`src/rtl/des_region_scheduler.sv`:
```
// des_region_scheduler: drives one des_block worker across a run of message
// regions, accumulating its counters, or streams test ciphertexts in test mode.
module des_region_scheduler #(
  parameter int unsigned CNT_W = 48,
  parameter int unsigned TOT_W = 64
) (
  input  logic             clk,
  input  logic             rst,
  input  logic             run_start,
  input  logic             run_abort,
  input  logic             run_test,
  input  logic [15:0]      first_region,
  input  logic [15:0]      last_region,
  input  logic [15:0]      test_count,
  output logic             busy,
  output logic             run_done,
  output logic [TOT_W-1:0] total,
  output logic             overflow,
  output logic             res_valid,
  output logic [15:0]      res_region,
  output logic [CNT_W-1:0] res_count,
  output logic [63:0]      ct_data,
  output logic             ct_valid,
  input  logic             ct_ready,
  output logic             blk_start,
  output logic             blk_restart,
  output logic             blk_test_enabled,
  output logic             blk_test_advance,
  output logic [15:0]      blk_region_select,
  input  logic             blk_done,
  input  logic [CNT_W-1:0] blk_counter,
  input  logic             blk_test_data_valid,
  input  logic [63:0]      blk_ciphertext
);

  localparam int unsigned REG_W = 16;
  localparam int unsigned SUM_W = TOT_W + 1;

  typedef enum logic [3:0] {
    S_IDLE,
    S_RESTART,
    S_START,
    S_WAIT,
    S_ACCUM,
    S_TRESTART,
    S_TSTART,
    S_TWAIT,
    S_TOUT,
    S_TADV,
    S_TSKIP,
    S_TEND,
    S_FINISHED
  } state_t;

  state_t             state_q;
  state_t             state_d;
  logic               start_c;
  logic               abort_c;
  logic [REG_W-1:0]   cur_region_q;
  logic [REG_W-1:0]   cur_region_d;
  logic [REG_W-1:0]   last_region_q;
  logic [REG_W-1:0]   test_count_q;
  logic [REG_W-1:0]   test_cnt_q;
  logic [REG_W-1:0]   test_cnt_inc_c;
  logic [SUM_W-1:0]   sum_c;

  logic busy_d;
  logic run_done_d;
  logic res_valid_d;
  logic ct_valid_d;
  logic blk_start_d;
  logic blk_restart_d;
  logic blk_test_enabled_d;
  logic blk_test_advance_d;

  assign test_cnt_inc_c = test_cnt_q + REG_W'(1);
  assign sum_c          = SUM_W'(total) + SUM_W'(blk_counter);

  // State register
  always_ff @(posedge clk or posedge rst) begin
    if (rst) begin
      state_q <= S_IDLE;
    end else begin
      state_q <= state_d;
    end
  end

  // Next-state logic; abort outranks everything outside IDLE
  always_comb begin
    state_d      = state_q;
    cur_region_d = cur_region_q;
    start_c      = 1'b0;
    abort_c      = 1'b0;
    if (run_abort && (state_q != S_IDLE)) begin
      abort_c = 1'b1;
      state_d = S_IDLE;
    end else begin
      case (state_q)
        S_IDLE, S_FINISHED: begin
          if (run_start) begin
            start_c      = 1'b1;
            cur_region_d = first_region;
            if (run_test) begin
              state_d = (test_count == '0) ? S_FINISHED : S_TRESTART;
            end else begin
              state_d = (first_region > last_region) ? S_FINISHED : S_RESTART;
            end
          end
        end
        S_RESTART: state_d = S_START;
        S_START:   state_d = S_WAIT;
        S_WAIT: begin
          if (blk_done) state_d = S_ACCUM;
        end
        S_ACCUM: begin
          // compare before incrementing so region FFFF never wraps
          if (cur_region_q == last_region_q) begin
            state_d = S_FINISHED;
          end else begin
            state_d      = S_RESTART;
            cur_region_d = cur_region_q + REG_W'(1);
          end
        end
        S_TRESTART: state_d = S_TSTART;
        S_TSTART:   state_d = S_TWAIT;
        S_TWAIT: begin
          if (blk_test_data_valid) state_d = S_TOUT;
        end
        S_TOUT: begin
          if (ct_ready) begin
            state_d = (test_cnt_inc_c == test_count_q) ? S_TEND : S_TADV;
          end
        end
        S_TADV:  state_d = S_TSKIP;
        S_TSKIP: state_d = S_TWAIT;
        S_TEND:  state_d = S_FINISHED;
        default: state_d = S_IDLE;
      endcase
    end
  end

  // Output decode from the upcoming state so every output comes from a flop
  always_comb begin
    busy_d             = 1'b0;
    run_done_d         = 1'b0;
    res_valid_d        = 1'b0;
    ct_valid_d         = 1'b0;
    blk_start_d        = 1'b0;
    blk_restart_d      = 1'b0;
    blk_test_enabled_d = 1'b0;
    blk_test_advance_d = 1'b0;
    busy_d             = !(state_d inside {S_IDLE, S_FINISHED});
    run_done_d         = (state_d == S_FINISHED);
    res_valid_d        = (state_d == S_ACCUM);
    ct_valid_d         = (state_d == S_TOUT);
    blk_start_d        = (state_d inside {S_START, S_TSTART});
    blk_restart_d      = abort_c || (state_d inside {S_RESTART, S_TRESTART, S_TEND});
    blk_test_enabled_d = (state_d inside {S_TRESTART, S_TSTART, S_TWAIT,
                                          S_TOUT, S_TADV, S_TSKIP});
    blk_test_advance_d = (state_d == S_TADV);
  end

  // Control output registers
  always_ff @(posedge clk or posedge rst) begin
    if (rst) begin
      busy             <= 1'b0;
      run_done         <= 1'b0;
      res_valid        <= 1'b0;
      ct_valid         <= 1'b0;
      blk_start        <= 1'b0;
      blk_restart      <= 1'b0;
      blk_test_enabled <= 1'b0;
      blk_test_advance <= 1'b0;
    end else begin
      busy             <= busy_d;
      run_done         <= run_done_d;
      res_valid        <= res_valid_d;
      ct_valid         <= ct_valid_d;
      blk_start        <= blk_start_d;
      blk_restart      <= blk_restart_d;
      blk_test_enabled <= blk_test_enabled_d;
      blk_test_advance <= blk_test_advance_d;
    end
  end

  // Run parameters, accumulator, result capture and ciphertext holding
  always_ff @(posedge clk or posedge rst) begin
    if (rst) begin
      cur_region_q      <= '0;
      last_region_q     <= '0;
      test_count_q      <= '0;
      test_cnt_q        <= '0;
      total             <= '0;
      overflow          <= 1'b0;
      res_region        <= '0;
      res_count         <= '0;
      ct_data           <= '0;
      blk_region_select <= '0;
    end else begin
      cur_region_q <= cur_region_d;
      if (start_c) begin
        last_region_q <= last_region;
        test_count_q  <= test_count;
        test_cnt_q    <= '0;
        total         <= '0;
        overflow      <= 1'b0;
      end
      // accumulate on the edge that sees done so total and res_valid appear together
      if ((state_q == S_WAIT) && (state_d == S_ACCUM)) begin
        total      <= sum_c[TOT_W-1:0];
        overflow   <= overflow | sum_c[TOT_W];
        res_region <= cur_region_q;
        res_count  <= blk_counter;
      end
      if ((state_q == S_TOUT) && ct_ready && !abort_c) begin
        test_cnt_q <= test_cnt_inc_c;
      end
      if ((state_q == S_TWAIT) && (state_d == S_TOUT)) begin
        ct_data <= blk_ciphertext;
      end
      // region select only changes when a new region is restarted
      if (state_d == S_RESTART) begin
        blk_region_select <= cur_region_d;
      end
    end
  end

endmodule
```
`config.mk`:
```
export PLATFORM = sky130hd
export DESIGN_NAME = des_region_scheduler
export DESIGN_NICKNAME = d
export VERILOG_FILES = /design/src/rtl/des_region_scheduler.sv
export SDC_FILE = /design/constraint.sdc
export NUM_CORES = 1
export LEC_CHECK = 0
export ABC_AREA = 1
export CORE_MARGIN = 3
export CORE_UTILIZATION = 30
export DETAILED_ROUTE_END_ITERATION = 16
export PLACE_DENSITY = 0.59
export SYNTH_ARGS = -nofsm -noshare
export SYNTH_HDL_FRONTEND = slang
export SYNTH_SLANG_ARGS = --single-unit
```
`constraint.sdc`:
```
create_clock -name clk -period 10.1 [get_ports clk]
set_input_delay 2.02 -clock clk [delete_from_list [all_inputs] [get_ports clk]]
set_output_delay 2.02 -clock clk [all_outputs]
set_load 0.02 [all_outputs]
```
Yosys cells after proc, flatten, opt, wreduce, memory -nomap -nowiden

Cells that the tools add are included.
Widths: inputs -> output; s select.

Bitwise operators: 1
Add/subtract/negate cells: 3
Equality and inequality tests: 25
Muxes and demuxes: 25
Reductions and logical operators: 20
Magnitude comparators: 1

Operators with widths:

| cell                  | number |
|---|---|
| $mux 64               | 2 |
| $mux 16               | 5 |
| $add 64x48->65        | 1 |
| $pmux 4 s11           | 1 |
| $eq 4x4->1 const B    | 10 |
| $mux 4                | 9 |
| $add 16x1->16 const B | 2 |
| $eq 16x16->1          | 2 |
| $eq 4x3->1 const B    | 8 |
| $pmux 16 s2           | 1 |
| $gt 16x16->1          | 1 |
| $logic_not 16->1      | 1 |
| $eq 4x2->1 const B    | 3 |
| $eq 4x1->1 const B    | 2 |
| $logic_not 4->1       | 2 |
| $reduce_bool 2->1     | 4 |
| $mux 1                | 6 |
| $reduce_bool 6->1     | 1 |
| $logic_and 1x1->1     | 5 |
| $reduce_bool 4->1     | 1 |
| $reduce_or 2->1       | 2 |
| $reduce_bool 3->1     | 1 |
| $logic_not 1->1       | 2 |
| $mux 2                | 1 |
| other kinds (2)       | 2 |

Word-level logic and storage cells: 94
Register bits: 285
Input bits: 168
Output and inout bits: 217

Logic depth before layout (Yosys ltp)

Gate-level depths: netlist of the first run.

Word-level depth: 9
Mapped depth: 23
Mapped depth without buffers: 20

Least setup slack after synthesis of the first run

OpenSTA, ideal clock, no wires.

Path kind: input to register
From: input last_region[15]
To: register total[10]
Buffers on the path: 3
Cell stages on the path: 20
Setup slack: 6.053 ns
Setup time: 0.118 ns
Arrival: 3.929 ns
Path through: inv_1 > ha_1 > nand2_1 > inv_1 > nand3_1 > nor3_1 > nand2_1 > nand2_1 > nand2_1 > nand2_1 > nand2_1 > nand2_1 > nand2_1 > nor2_1 > nand3_2 > buf_6 > buf_6 > buf_2 > nand3_1 > nand2_1

Cells in the longest elaborated chain, start to end: 9

RTL lines:

| what                                         | line | source |
|---|---|---|
| start, declared                              | 13   | `input logic [15:0] last_region,` |
| $gt 16x16->1 *                               | 106  | `state_d = (first_region > last_region) ? S_FINISHED : S_RESTART;` |
| $mux 4 *                                     | 106  |  |
| $mux 4 *                                     | 103  | `if (run_test) begin` |
| $mux 4 *                                     | 100  | `if (run_start) begin` |
| $pmux 4 s11 *                                | 98   | `case (state_q)` |
| $mux 4 *                                     | 94   | `if (run_abort && (state_q != S_IDLE)) begin` |
| $eq 4x3->1 *                                 | 209  | `if ((state_q == S_WAIT) && (state_d == S_ACCUM)) begin` |
| $logic_and 1x1->1 *                          | 209  |  |
| $mux 64 or $reduce_bool 2->1 (tied branches) | --   |  |
| end signal, assigned                         | 210  | `total <= sum_c[TOT_W-1:0];` |
| end, declared                                | 17   | `output logic [TOT_W-1:0] total,` |

Every way passes the cells marked *; elsewhere a longest branch is shown, timed or not.
A chain may end at the register's enable or synchronous reset.

Worst setup path after layout of the first run

From: input last_region[15]
To: register total[11]

The elaborated chain is that of the path after synthesis.

==> impl_metrics.csv, run 1 <==
group,metric,value,unit
run_status,status,"finished clean",
pwr,clockPowerShare,0.221,
detailed_routing,first_iter_violations,1019,
synth,syn_area_per_cell,7.36,um^2
job,cap_violations,0,
cts,cts.htree.levels,2,
setup_path,r2r_slack,4780,ps
pwr,total_leakage_power,10.9,nW
pwr,p_sw_frac,0.438,
detailed_routing,drt_wl_total,61900,um
cts,cts-buffers-inserted,37,
cells_and_area,finalNetCount,2913,
setup_path,crit_type,"input port to flop",
setup_path,startpoint_type,"input port",
sta,clock_skew,17.6,ps
sta,max_freq,158,MHz
synth,ys_seq_area_frac,0.417,
floorplan,num_rows,86,
pwr,powerDensity,273,nW/um^2
setup_path,worst_ep_required_time,10570,ps
cts,cts_root_buf,"clkbuf_16",
sta,worst_slew_pin_slew,1260,ps
place,placedCellCount,3387,
synth,ys_types,43,
floorplan,core_area,55700,um^2
cts,clock_sinks,285,
synth,syn_inst,2326,
grt,grt_max_degree,167,
cells_and_area,fill_cells,5869,
sta,hold_viol,0,
cells_and_area,drive_above_1_share,0.0407,
floorplan,die_y,245,um
sta,setup_viol,0,
setup_path,cp.arrival,6800,ps
worst_hold_path,whs_path_depth,2,
cts,cts_setup_buffers,0,
pwr,ir_drop,0.000152,V
grt,grt_pass1_wl,96600,um
setup_path,cp-end-kind,"flop",
sta,max_slew_margin,0.161,
pwr,seq_power_share,0.289,
grt,grt_pass1_vias,16900,
cells_and_area,n_antenna_cell,0,
cts,clkLatencyLatePin,540,ps
setup_path,r2r_end,"total[11]$_DFFE_PP0P_",
cts,cts_buffer_depth,3,
place,port_buffers,384,
place,place.gp.congestion,0.913,
grt,grt.met3_usage,0.0560,
grt,top_usage_layer,"met2",
sta,final_max_slew_viol_count,0,
synth,synthesis.nets,2561,
grt,met1_usage,0.261,
cts,cts_tree,"built",
detailed_routing,firstDrtPassIters,7,
pwr,p_int,3.51,mW
sta,rsz0062_at_grt,"false",
synth,async_flop_share,1.00,
detailed_routing,wl_per_cell,17.9,um
grt,met2_usage,0.334,
grt,overflow,0,
pwr,switchingPower,2.74,mW
cts,cts_resized,0,
floorplan,dieWidth,245,um
sta,period_share,0.627,
worst_hold_path,min_from,"res_count[36]$_DFFE_PP0P_",
detailed_routing,vias_per_cell,4.89,
sta,post-route-min-period,6330,ps
grt,antenna_found_initial,1,
synth,ys_warn_count,0,
cells_and_area,syn_to_final_growth,33.7,%
setup_path,r2r_cells,14,
sta,whs,476,ps
floorplan,die_area,60000,um^2
synth,synth_ff_type,"dfrtp_1",
floorplan,io_pins,385,
setup_path,r2r-start,"state_q[3]$_DFF_PP0_",
detailed_routing,vias,16900,
sta,tns,0,ps
cells_and_area,fin_util,0.411,
synth,ys_ff_latch,285,
detailed_routing,drcViolationCount,0,
cells_and_area,fin_cells,3454,
worst_hold_path,worstHoldEndpoint,"res_count[36]$_DFFE_PP0P_",
pwr,p_comb_frac,0.491,
place,dp_hpwl,46800,um
synth,syn_area,17100,um^2
setup_path,cp_max_fo,78,
cts,ctsHoldBuffers,0,
floorplan,start_util,0.307,
cts,clk_pin_slew_worst_paths,60,ps
worst_hold_path,hold_path_class,"flop to flop",
synth,synth_edf_count,0,
grt,grt.total_usage,0.203,
detailed_routing,ant_nets,0,
sequential cells by signal, indices dropped and copies added (netlist names):
| register | cells |
|---|---|
| ct_data | 64 |
| total | 64 |
| res_count | 48 |
| blk_region_select | 16 |
| cur_region_q | 16 |
| last_region_q | 16 |
| res_region | 16 |
| test_cnt_q | 16 |
| test_count_q | 16 |
| state_q | 4 |
| blk_restart | 1 |
| blk_start | 1 |
| blk_test_advance | 1 |
| blk_test_enabled | 1 |
| busy | 1 |
| ct_valid | 1 |
| overflow | 1 |
| res_valid | 1 |
| run_done | 1 |
worst max-delay path by stage:
stage	startpoint	cells past startpoint	to
floorplan	rst	1	blk_region_select[0]$_DFFE_PP0N_
global placement	last_region[15]	20	total[8]$_DFFE_PP0P_
detailed placement	last_region[15]	20	total[8]$_DFFE_PP0P_
CTS	last_region[15]	20	total[1]$_DFFE_PP0P_
global route	last_region[15]	20	total[8]$_DFFE_PP0P_
finish	last_region[15]	20	total[11]$_DFFE_PP0P_
stage by stage:
stage	worst slack [ps]	cell area, um^2	power, mW
2_1_floorplan	216	17100	3.73
3_3_place_gp	3310	21600	4.86
3_5_place_dp	3220	21600	4.88
4_1_cts	3780	22900	6.31
5_1_grt	3260	22900	6.71
6_report	3770	22900	6.24
cell type report:
class	count	area, um^2	share of cell area
inverter	241	913	0.0399
clock buffer	50	1080	0.0471
tap	748	936	0.0409
clock inverter	17	196	0.00858
timing repair buffer	395	3940	0.172
sequential	285	7130	0.312
multi-input combinational	1718	8690	0.380
worst max-delay path, cell delays in order:
cell             delay [ps]
clkdlybuf4s50_1         460
inv_1                    80
ha_1                    310
nand2_1                  70
inv_1                    50
nand3_1                  90
nor3_1                  230
nand2_1                  80
nand2_1                  60
nand2_1                  70
nand2_1                  90
nand2_1                  60
nand2_1                 120
nand2_1                 100
nor2_1                  370
nand3_4                 770
clkinv_2                760
buf_4                   700
nand2_1                 140
nand2_1                 100
power groups by stage:
stage / logic, mW / registers (mW) / clock network, mW
2_1_floorplan: 1.67 / 2.06 / 0
3_3_place_gp: 3.05 / 1.81 / 0
3_5_place_dp: 3.07 / 1.81 / 0
4_1_cts: 3.09 / 1.80 / 1.42
5_1_grt: 3.39 / 1.85 / 1.47
6_report: 3.06 / 1.80 / 1.38
routing by layer:
metal,share of wire,wire [um]
met4,0.027,1690
met5,0.00021,13
met1,0.43,26800
met2,0.46,28700
met3,0.076,4690
layout by cell type (no fill, tap or decap), types with 2 or more instances in the layout:
master	instances
nand2_2	3
nor2_4	7
a21oi_1	107
a31oi_1	4
buf_4	10
mux2_2	10
clkinv_2	10
o22ai_1	20
inv_2	7
clkinv_1	2
o21a_1	6
o21bai_1	7
xnor3_1	2
clkbuf_1	5
and3_1	3
o21ai_0	131
nand3b_1	9
xor2_1	31
nor2_1	159
a22oi_1	6
a21o_1	10
clkbuf_8	6
nand4_1	89
xnor2_1	50
nor3_1	26
clkinvlp_4	3
dfrtp_1	285
inv_1	230
clkdlybuf4s50_1	384
nand3_4	2
nor2_2	2
clkbuf_16	39
a21boi_0	5
nand2_1	800
bufinv_16	4
nand3_1	141
ha_1	66
nor4_1	13
cells in the mapped netlist (2+ instances only):
library cell / n / area share
ha_1: 66 / 0.048
nand2_1: 800 / 0.18
o22ai_1: 20 / 0.0073
a21oi_1: 107 / 0.031
o21a_1: 6 / 0.0026
mux2_2: 10 / 0.0066
clkbuf_1: 39 / 0.0085
buf_6: 12 / 0.0079
nand3_1: 142 / 0.042
xnor2_1: 50 / 0.026
dfrtp_1: 285 / 0.42
nand4_1: 89 / 0.033
nor3_1: 26 / 0.0076
a22oi_1: 6 / 0.0026
inv_2: 8 / 0.0018
nand3b_1: 9 / 0.0039
clkinv_1: 2 / 0.00044
nor2_1: 161 / 0.035
o21bai_1: 8 / 0.0035
nand2_2: 3 / 0.0011
nor4_1: 13 / 0.0047
inv_1: 231 / 0.051
buf_2: 29 / 0.0085
nor2_4: 5 / 0.0033
a21boi_0: 5 / 0.0022
o21ai_0: 131 / 0.038
nor2_2: 2 / 0.00073
a21o_1: 10 / 0.0044
and3_1: 3 / 0.0011
xnor3_1: 2 / 0.0026
a31oi_1: 4 / 0.0015
xor2_1: 31 / 0.016
kinds of logic (layout without fill, tap and decap cells):
logic type | count (synthesis) | after routing | synth area share
mux | 10 | 10 | 0.00658
simple gates | 1256 | 1256 | 0.309
flops | 285 | 285 | 0.417
xor+xnor | 83 | 83 | 0.0441
buf+inv | 323 | 703 | 0.0784
compound gates | 302 | 302 | 0.0962
fa+ha+maj | 67 | 67 | 0.0494
Power figures use the tool's default switching activity.
==> run 2, diff against run 1 <==
PLACE_DENSITY = 0.57   (was 0.59)
clock period = 6.6 ns   (was 10.1 ns; I/O delays follow)
==> run 2 against run 1 <==
  * Register-to-register slack got worse by 2400 ps
  * Critical endpoint is now total[27]$_DFFE_PP0P_
  * Sequential power increased by 53%
  * Non-clock buffer count increased by 4
  * Largest cell class unchanged
  * Utilization about the same
==> impl_metrics.csv, run 2 (same netlist as run 1, synthesis figures left out) <==
group,metric,value,unit
run_status,status,"finished clean",
grt,grt_pass1_vias,16900,
sta,final_max_slew_viol_count,0,
place,place.gp.congestion,0.941,
sta,rsz0062_at_grt,"false",
sta,max_slew_margin,0.161,
cts,cts-buffers-inserted,36,
floorplan,num_rows,86,
grt,grt_pass1_wl,96400,um
cells_and_area,final_area,22900,um^2
cts,cts_resized,0,
floorplan,die_y,245,um
detailed_routing,wl_per_cell,17.8,um
cts,cts_setup_buffers,0,
setup_path,crit_slowest_cell,"clkinv_2",
sta,max_freq,211,MHz
sta,tns,0,ps
pwr,ir_drop,0.000239,V
grt,grt.total_usage,0.201,
pwr,powerDensity,417,nW/um^2
detailed_routing,vias,16700,
grt,antenna_found_initial,1,
detailed_routing,first_iter_violations,952,
setup_path,cp.arrival,5230,ps
place,placed_area,21700,um^2
sta,period_share,0.718,
detailed_routing,firstDrtPassIters,5,
cells_and_area,final_common_cell,"nand2_1",
place,port_buffers,384,
setup_path,worst_ep_required_time,7090,ps
cells_and_area,final_cell_mix,"800 x nand2_1, 384 x clkdlybuf4s50_1, 285 x dfrtp_1, 230 x inv_1, 159 x nor2_1",
place,dp_hpwl,47000,um
grt,overflow,0,
detailed_routing,ant_nets,0,
detailed_routing,drcViolationCount,0,
setup_path,cp_max_fo,61,
job,cap_violations,0,
setup_path,crit_path_cell_trace,"clkdlybuf4s50_1 -> inv_1 -> ha_1 -> nand2_1 -> inv_1 -> nand3_1 -> nor3_1 -> nand2_1 -> nand2_1 -> nand2_1 -> nand2_1 -> nand2_1 -> nand2_1 -> nand2_1 -> nor2_1 -> nand3_4 -> clkinv_2 -> buf_12 -> nand2_1 -> nand2_1",
cts,cts.htree.levels,2,
detailed_routing,vias_per_cell,4.84,
setup_path,crit_top_cell,"nand2_1",
cells_and_area,drive_above_1_share,0.0392,
setup_path,crit_type,"input port to flop",
cells_and_area,largestRegisters,"ct_data (64), total (64), res_count (48)",
sta,post-route-min-period,4740,ps
sta,clock_skew,26.7,ps
floorplan,core_area,55700,um^2
cts,cts_root_buf,"clkbuf_16",
sta,setup_viol,0,
grt,grt_max_degree,123,
cells_and_area,finalNetCount,2916,
floorplan,io_pins,385,
sta,hold_viol,0,
pwr,total_leakage_power,10.9,nW
cells_and_area,syn_to_final_growth,33.8,%
cts,cts_tree,"built",
setup_path,cp-end-kind,"flop",
floorplan,start_util,0.307,
floorplan,dieWidth,245,um
setup_path,startpoint_type,"input port",
cts,cts_buffer_depth,3,
pwr,total_power,9.54,mW
sta,worst_slew_pin_slew,1250,ps
cts,clkLatencyLatePin,570,ps
setup_path,max_stage_delay,650,ps
cts,ctsHoldBuffers,0,
floorplan,die_area,60000,um^2
worst_hold_path,hold_path_class,"flop to flop",
cts,clk_pin_slew_worst_paths,60,ps
setup_path,r2r_slack,2380,ps
detailed_routing,drt_wl_total,61500,um
cts,clock_sinks,285,
## run 2: worst max-delay path, delay by kind of cell
family,cells,cell delay (ps)
and+or+nand+nor,14,1930
buffers and inverters,5,1590
adders and majority gates,1,310
## run 2: area by class of cell
type | instances | area, um^2
diodes | 1 | 2.50
clock buffers | 51 | 1050
clock inverters | 10 | 185
fillers | 5820 | 32800
inverters | 241 | 910
multi-input cells | 1718 | 8690
flip-flops and latches | 285 | 7130
well taps | 748 | 936
repair buffers | 399 | 3990
## run 2: routing by layer
metal  vias to the layer above  track usage  routed length [um]
li1                       8265            -                   -
met1                      7835        0.259               26800
met2                       502        0.333               28500
met3                        98       0.0542                4710
met4                         0       0.0551                1550
met5                         -            0                   0
## run 2: path summary, 6_finish.rpt
path	startpoint	endpoint	cells past startpoint
hold reg to reg	res_count[17]$_DFFE_PP0P_	res_count[17]$_DFFE_PP0P_	2
max in group asynchronous	rst	ct_data[2]$_DFFE_PP0P_	3
setup / recovery	last_region[15]	total[27]$_DFFE_PP0P_	20
hold / removal	res_count[17]$_DFFE_PP0P_	res_count[17]$_DFFE_PP0P_	2
setup reg to reg	state_q[3]$_DFF_PP0_	total[27]$_DFFE_PP0P_	17
min in group asynchronous	rst	total[4]$_DFFE_PP0P_	2
## run 2: power breakdown
group          total, mW  internal [mW]  switching [mW]
logic               4.71           1.75            2.96
registers           2.75           2.32           0.432
clock network       2.07           1.27           0.804
total               9.54           5.34            4.20
## run 2: through the flow
stage,setup WS (ps),hold slack (ps),instances,util
after floorplan,1500,455,2326,-
after global placement,1380,462,3391,0.389
after detailed placement,1280,465,3391,0.389
after CTS,1860,480,3452,0.411
after global routing,1500,497,3452,0.411
final,1860,478,3453,0.411
